<file path="src/rtl/spi_cmd_decoder.sv">
// Frames SPI transactions from ss_n/sclk strobes, validates the 32-bit command
// word and queues accepted commands in a small FIFO drained over valid/ready.
module spi_cmd_decoder #(
    parameter int FIFO_DEPTH = 4,
    parameter int CNT_W      = 8
) (
    input  logic                          clock,
    input  logic                          reset,
    input  logic [31:0]                   spi_word,
    input  logic                          ss_n_sync,
    input  logic                          sclk_rise,
    output logic                          cmd_valid,
    input  logic                          cmd_ready,
    output logic [1:0]                    cmd_op,
    output logic [5:0]                    cmd_addr,
    output logic [15:0]                   cmd_data,
    output logic [$clog2(FIFO_DEPTH):0]   fifo_level,
    output logic                          busy,
    output logic [CNT_W-1:0]              len_err_cnt,
    output logic [CNT_W-1:0]              chk_err_cnt,
    output logic [CNT_W-1:0]              ovf_cnt
);

    localparam int PTR_W = $clog2(FIFO_DEPTH);
    localparam int LVL_W = PTR_W + 1;

    typedef enum logic [1:0] {S_IDLE, S_RECV, S_CHECK} state_t;

    state_t             r_state;
    state_t             w_next_state;
    logic               r_ss_prev;
    logic [5:0]         r_bit_cnt;
    logic               w_fall;
    logic               w_rise;
    logic               w_in_check;
    logic               w_len_bad;
    logic               w_chk_bad;
    logic               w_push;
    logic               w_full;
    logic               w_wr_en;
    logic               w_rd_en;
    logic [23:0]        r_mem [FIFO_DEPTH];
    logic [PTR_W-1:0]   r_wr_ptr;
    logic [PTR_W-1:0]   r_rd_ptr;
    logic [23:0]        w_head;

    function automatic logic [CNT_W-1:0] sat_inc(input logic [CNT_W-1:0] v, input logic en);
        return (en && (v != '1)) ? v + CNT_W'(1) : v;
    endfunction

    assign w_fall = r_ss_prev & ~ss_n_sync;
    assign w_rise = ~r_ss_prev & ss_n_sync;

    // NOTE: all state uses non-blocking assignments so every register samples
    // pre-edge values regardless of the order in which blocks are evaluated.
    always_ff @(posedge clock) begin
        if (reset) begin
            r_state   <= S_IDLE;
            r_ss_prev <= 1'b0;
        end else begin
            r_state   <= w_next_state;
            r_ss_prev <= ss_n_sync;
        end
    end

    // NOTE: the default assignment first keeps this block free of inferred latches.
    always_comb begin
        w_next_state = r_state;
        case (r_state)
            S_IDLE:  if (w_fall) w_next_state = S_RECV;
            S_RECV:  if (w_rise) w_next_state = S_CHECK;
            S_CHECK: w_next_state = S_IDLE;
            default: w_next_state = S_IDLE;
        endcase
    end

    // Decisions taken in CHECK, in priority order: length, checksum/opcode, NOP.
    always_comb begin
        busy       = (r_state != S_IDLE);
        w_in_check = (r_state == S_CHECK);
        w_len_bad  = (r_bit_cnt != 6'd32);
        w_chk_bad  = (spi_word[7:0] != (spi_word[31:24] ^ spi_word[23:16] ^ spi_word[15:8]))
                   || (spi_word[31:30] == 2'b11);
        w_push     = w_in_check & ~w_len_bad & ~w_chk_bad & (spi_word[31:30] != 2'b00);
    end

    // A strobe coincident with ss_n rising sees ss_n_sync high and is not counted.
    always_ff @(posedge clock) begin
        if (reset) begin
            r_bit_cnt <= '0;
        end else if (r_state == S_IDLE && w_fall) begin
            r_bit_cnt <= '0;
        end else if (r_state == S_RECV && sclk_rise && !ss_n_sync && r_bit_cnt != 6'd63) begin
            r_bit_cnt <= r_bit_cnt + 6'd1;
        end
    end

    assign w_full  = (fifo_level == LVL_W'(FIFO_DEPTH));
    assign w_wr_en = w_push & ~w_full;
    assign w_rd_en = cmd_valid & cmd_ready;

    // NOTE: FIFO storage is not reset; the read mux below zeroes cmd_* while empty.
    always_ff @(posedge clock) begin
        if (w_wr_en) r_mem[r_wr_ptr] <= spi_word[31:8];
    end

    always_ff @(posedge clock) begin
        if (reset) begin
            r_wr_ptr   <= '0;
            r_rd_ptr   <= '0;
            fifo_level <= '0;
        end else begin
            if (w_wr_en) r_wr_ptr <= r_wr_ptr + PTR_W'(1);
            if (w_rd_en) r_rd_ptr <= r_rd_ptr + PTR_W'(1);
            case ({w_wr_en, w_rd_en})
                2'b10:   fifo_level <= fifo_level + LVL_W'(1);
                2'b01:   fifo_level <= fifo_level - LVL_W'(1);
                default: fifo_level <= fifo_level;
            endcase
        end
    end

    always_ff @(posedge clock) begin
        if (reset) begin
            len_err_cnt <= '0;
            chk_err_cnt <= '0;
            ovf_cnt     <= '0;
        end else begin
            len_err_cnt <= sat_inc(len_err_cnt, w_in_check & w_len_bad);
            chk_err_cnt <= sat_inc(chk_err_cnt, w_in_check & ~w_len_bad & w_chk_bad);
            ovf_cnt     <= sat_inc(ovf_cnt, w_push & w_full);
        end
    end

    assign cmd_valid = (fifo_level != '0);
    assign w_head    = cmd_valid ? r_mem[r_rd_ptr] : 24'h0;
    assign cmd_op    = w_head[23:22];
    assign cmd_addr  = w_head[21:16];
    assign cmd_data  = w_head[15:0];

endmodule

</file>
<file path="config.mk">
export PLATFORM = sky130hd
export DESIGN_NAME = spi_cmd_decoder
export DESIGN_NICKNAME = d
export VERILOG_FILES = /design/src/rtl/spi_cmd_decoder.sv
export SDC_FILE = /design/constraint.sdc
export NUM_CORES = 1
export LEC_CHECK = 0
export BUFFER_PORTS_ARGS = -buffer_cell sky130_fd_sc_hd__buf_2
export CAP_MARGIN = 20
export CELL_PAD_IN_SITES_DETAIL_PLACEMENT = 0
export CELL_PAD_IN_SITES_GLOBAL_PLACEMENT = 1
export CORE_MARGIN = 10
export CORE_UTILIZATION = 38
export CTS_BUF_LIST = sky130_fd_sc_hd__clkbuf_4 sky130_fd_sc_hd__clkbuf_8 sky130_fd_sc_hd__clkbuf_16
export DETAILED_ROUTE_END_ITERATION = 8
export GPL_ROUTABILITY_DRIVEN = 0
export GPL_TIMING_DRIVEN = 0
export PLACE_DENSITY = 0.71
export SYNTH_ARGS = -nofsm -noshare
export SYNTH_HDL_FRONTEND = slang
export SYNTH_SLANG_ARGS = --single-unit
</file>
<file path="constraint.sdc">
create_clock -name clock -period 3.8 [get_ports clock]
set_clock_uncertainty 0.2 [all_clocks]
set_input_delay 0.19 -clock clock [delete_from_list [all_inputs] [get_ports clock]]
set_output_delay 0.19 -clock clock [all_outputs]
set_load 0.01 [all_outputs]
</file>
==> metrics.md <==
| Metric | Value |
|---|---|
| Critical Path End Type | flip-flop |
| Syn Inst Count | 410 |
| Part of the power in the clock network | 45.0% |
| Max-slew violations | 0 |
| Power density over the cells | 423 nW/µm² |
| Ports | 90 |
| Total global-route track usage | 13.0% |
| Launch instance of the worst register-to-register path | r_bit_cnt[0] |
| CTS tree | built |
| Library cell contributing the largest single delay on the critical path | sky130_fd_sc_hd__nor4_2 |
| Gate power share | 3.9% |
| Final count of negative-setup-slack endpoints | 0 |
| Kind of cell adding the most delay to the critical path | simple AND/OR/NAND/NOR gates |
| Clock latency on the worst-skew pair | 0.41 ns |
| Number of detailed-routing iterations run before antenna repair | 4 |
| Vias in the first global route | 3966 |
| Post-synthesis compound-gate area fraction | 3.55% |
| Effective utilization at floorplan | 38.7% |
| Number of clock sinks seen by CTS | 138 |
| Most common flop cell mapped by yosys | sky130_fd_sc_hd__edfxtp_1 |
| Proportion of netlist area held by the largest area contributor | 49.0% |
| Library cell used as clock root buffer | sky130_fd_sc_hd__clkbuf_16 |
| Setup Crit Path Kind | primary input to flip-flop |
| Worst EP required | 3.94 ns |
| Post-synth ARST share | 0% |
| Overall die width | 144 µm |
| Number of buffer cells added on primary ports | 89 |
| Overall Power | 3.15 mW |
| Die area | 20900 µm² |
| Detail-routed net length per standard cell | 17.2 µm |
| Number of cells in the design after placement | 691 |
| DRC violation count after routing | 0 |
| Average via count per standard cell | 4.94 |
| Warnings, synthesis | 0 |
| Final-layout setup total negative slack | 0 ns |
| Share of the synthesized netlist area taken by xor and xnor gates | 6.55% |
| Met3 routing resource usage after global routing | 5.74% |
| Reported net switching power | 670 µW |
| GR met1 Demand/Resource | 15.4% |
| Hold buffer count at CTS | 26 |
| Post-synthesis simple-gate area fraction | 11.7% |
| Min cycle time layout | 3.34 ns |
| Start point of the critical path | spi_word[11] |
| Maximum fanout count along the critical path | 7 |
| Leakage component of the power | 2.75 nW |
| Fin cells | 748 |
| Max H-tree Level | 4 |
| Post-Syn Nets | 458 |
| Worst min-delay path class | primary input to flip-flop |
| Multiplexer fraction of the synthesized cell area | 10.1% |
| Mapped cell area | 5880 µm² |
| Final Hold Vio Count | 0 |
| Number of distinct standard cells referenced by the synthesized netlist | 47 |
| Data arrival time of the critical path | 3.48 ns |
| Net total in the final layout | 596 |
| CP Cell Sequence | dlygate4sd3_1, buf_2, xor2_1, xnor2_1, nor4_2, and4_1, clkbuf_1, inv_1, ha_1, inv_1, fa_1, xor2_1, or3_1, a21oi_1 |
| Unrepaired setup endpoints after global routing | no |
| Aggregate global routing overflow | 0 |
| Clock-pin slew of the registers on the worst-case setup and hold paths | 0.06 ns |
| Register area share after synthesis | 63.3% |
| Vertical extent of the die | 144 µm |
| Antenna-violating nets left | 0 |
| Worst Tran Pin Value | 0.724 ns |
| Main combinational cell family by area after synthesis | simple AND/OR/NAND/NOR gates |
| Total setup buffers inserted after CTS | 0 |
| Worst Hold Launch | cmd_ready |
| Most common library cells after synthesis | 96 x sky130_fd_sc_hd__edfxtp_1, 42 x sky130_fd_sc_hd__dfxtp_1, 34 x sky130_fd_sc_hd__nor2_1 |
| Period utilization | 87.9% |
| Hold Crit Depth | 4 |
| Total internal power | 2.48 mW |
| Synth area leader | sky130_fd_sc_hd__edfxtp_1 |
| Detailed Place HPWL | 9030 µm |
| Global routing met2 resource utilization | 21.1% |
| CP Buf/Inv Count | 5 |
| Synth area leaders | sky130_fd_sc_hd__edfxtp_1 49%, sky130_fd_sc_hd__dfxtp_1 14%, sky130_fd_sc_hd__mux4_2 9.2% |
| Total CTS buffers | 17 |
| Mean area per synthesized cell | 14.4 µm² |
| Standard-cell row count | 45 |
| DRT Wirelength | 12900 µm |
| Max incr delay on CP | 0.62 ns |
| Antenna violations before repair | 1 |
| Area inside the core boundary | 15200 µm² |
| VDD IR-drop max | 0.274 mV |
| FF-to-FF End | fifo_level[2] |
| Final core utilization | 49.0% |
| Fmax | 0.300 GHz |
| Most crowded layer after global routing | met2 |
| Max_cap viols | 0 |
| Wire length of the first global-routing pass | 20700 µm |
| Layout area overhead | 26.5% |
| Layout cells sized above 1 | 27.0% |
| Register-to-Register Setup Slack | 0.80 ns |
| Resized Gates After CTS | 0 |
| Result of the run | completed |
| Adder-cell area share of the yosys netlist | 2.64% |
| Number of enable-type register cells in the synthesized netlist | 96 |
| Max clock buf depth | 2 |
| Maximum number of pins on one net before global-route repair | 17 |
| Sequential fraction of design power | 51.0% |
| Depth of the worst register-to-register path | 14 |
| Most repeated cell in the gate-level netlist after synthesis | sky130_fd_sc_hd__edfxtp_1 |
| Hold slack | 0.0397 ns |
| Max-slew headroom | 51.5% |
| Launching element type of the critical path | primary input |
| Initial detailed-routing violation count | 203 |
| Via count of the routed design | 3696 |
| Switching share of total power | 21.3% |
| Synthesized flop and latch total | 138 |
[layer usage]
layer,wire length [µm],vias up
met3,1050,9
met2,6230,101
met1,5490,1799
li1,-,1787
met5,0,-
met4,97,0
[worst max-delay path by stage]
stage	to	cells past startpoint
3_3_place_gp	r_mem[3][5]	7
5_1_grt	fifo_level[2]	14
4_1_cts	fifo_level[2]	14
3_5_place_dp	fifo_level[2]	13
6_report	fifo_level[2]	14
2_1_floorplan	fifo_level[2]	14
[flip-flops by register name, summed over array words and instances, names as in the netlist, named ones only]
signal,flops
ovf_cnt,8
chk_err_cnt,8
r_wr_ptr,2
len_err_cnt,8
r_mem,96
r_bit_cnt,6
r_rd_ptr,2
r_state,2
fifo_level,3
r_ss_prev,1
[cell families (layout without fill, tap and decap cells)]
family,after synthesis,count (layout)
flip-flops,138,138
multiplexers,29,29
AND/OR/NAND/NOR,122,122
buffers and inverters,34,183
other,0,1
adder cells (fa/ha/maj),12,12
AO/OA/AOI/OAI,31,31
XOR/XNOR,44,44
[power groups by stage]
stage	Combinational (mW)	Sequential [mW]	Clock, mW
3_5_place_dp	0.105	1.64	0
2_1_floorplan	0.0531	1.64	0
5_1_grt	0.137	1.61	1.53
4_1_cts	0.127	1.61	1.45
6_report	0.124	1.61	1.42
3_3_place_gp	0.102	1.64	0
[tightest hold or removal path, stage by stage]
cell and delay [ns]:
sky130_fd_sc_hd__buf_2 0.09, sky130_fd_sc_hd__and2_1 0.17, sky130_fd_sc_hd__xnor2_1 0.09, sky130_fd_sc_hd__nor2_1 0.07
[placed cells by master, fill, tap and decap left out, drive strengths merged, types with 3 or more instances in the layout]
cell / n
nand4: 9
a21oi: 11
dfxtp: 42
nor2b: 3
and3: 9
clkbuf: 26
o21a: 3
mux4: 24
nand2: 13
and2: 30
clkinvlp: 4
ha: 10
or4: 3
buf: 99
xnor2: 22
dlygate4sd3: 26
nor2: 34
o21ai: 3
clkinv: 8
xor2: 22
mux2i: 4
nand3: 8
or3: 3
edfxtp: 96
inv: 20
[final cells by class]
cell class / instances / area (µm²)
flip-flops and latches: 138 / 3720
multi-input cells: 238 / 2030
inverters: 19 / 71.3
well taps: 188 / 235
diodes: 1 / 2.50
repair buffers: 119 / 816
plain buffers: 15 / 61.3
clock buffers: 17 / 425
fillers: 1334 / 7760
clock inverters: 13 / 81.3
[stage by stage]
stage,setup slack (ns),cell area [µm²]
3_5_place_dp,0.560,6680
4_1_cts,0.428,7440
6_report,0.461,7440
5_1_grt,0.228,7440
3_3_place_gp,0.223,6570
2_1_floorplan,1.11,5880
No activity file was read; power rests on OpenSTA's default activity.
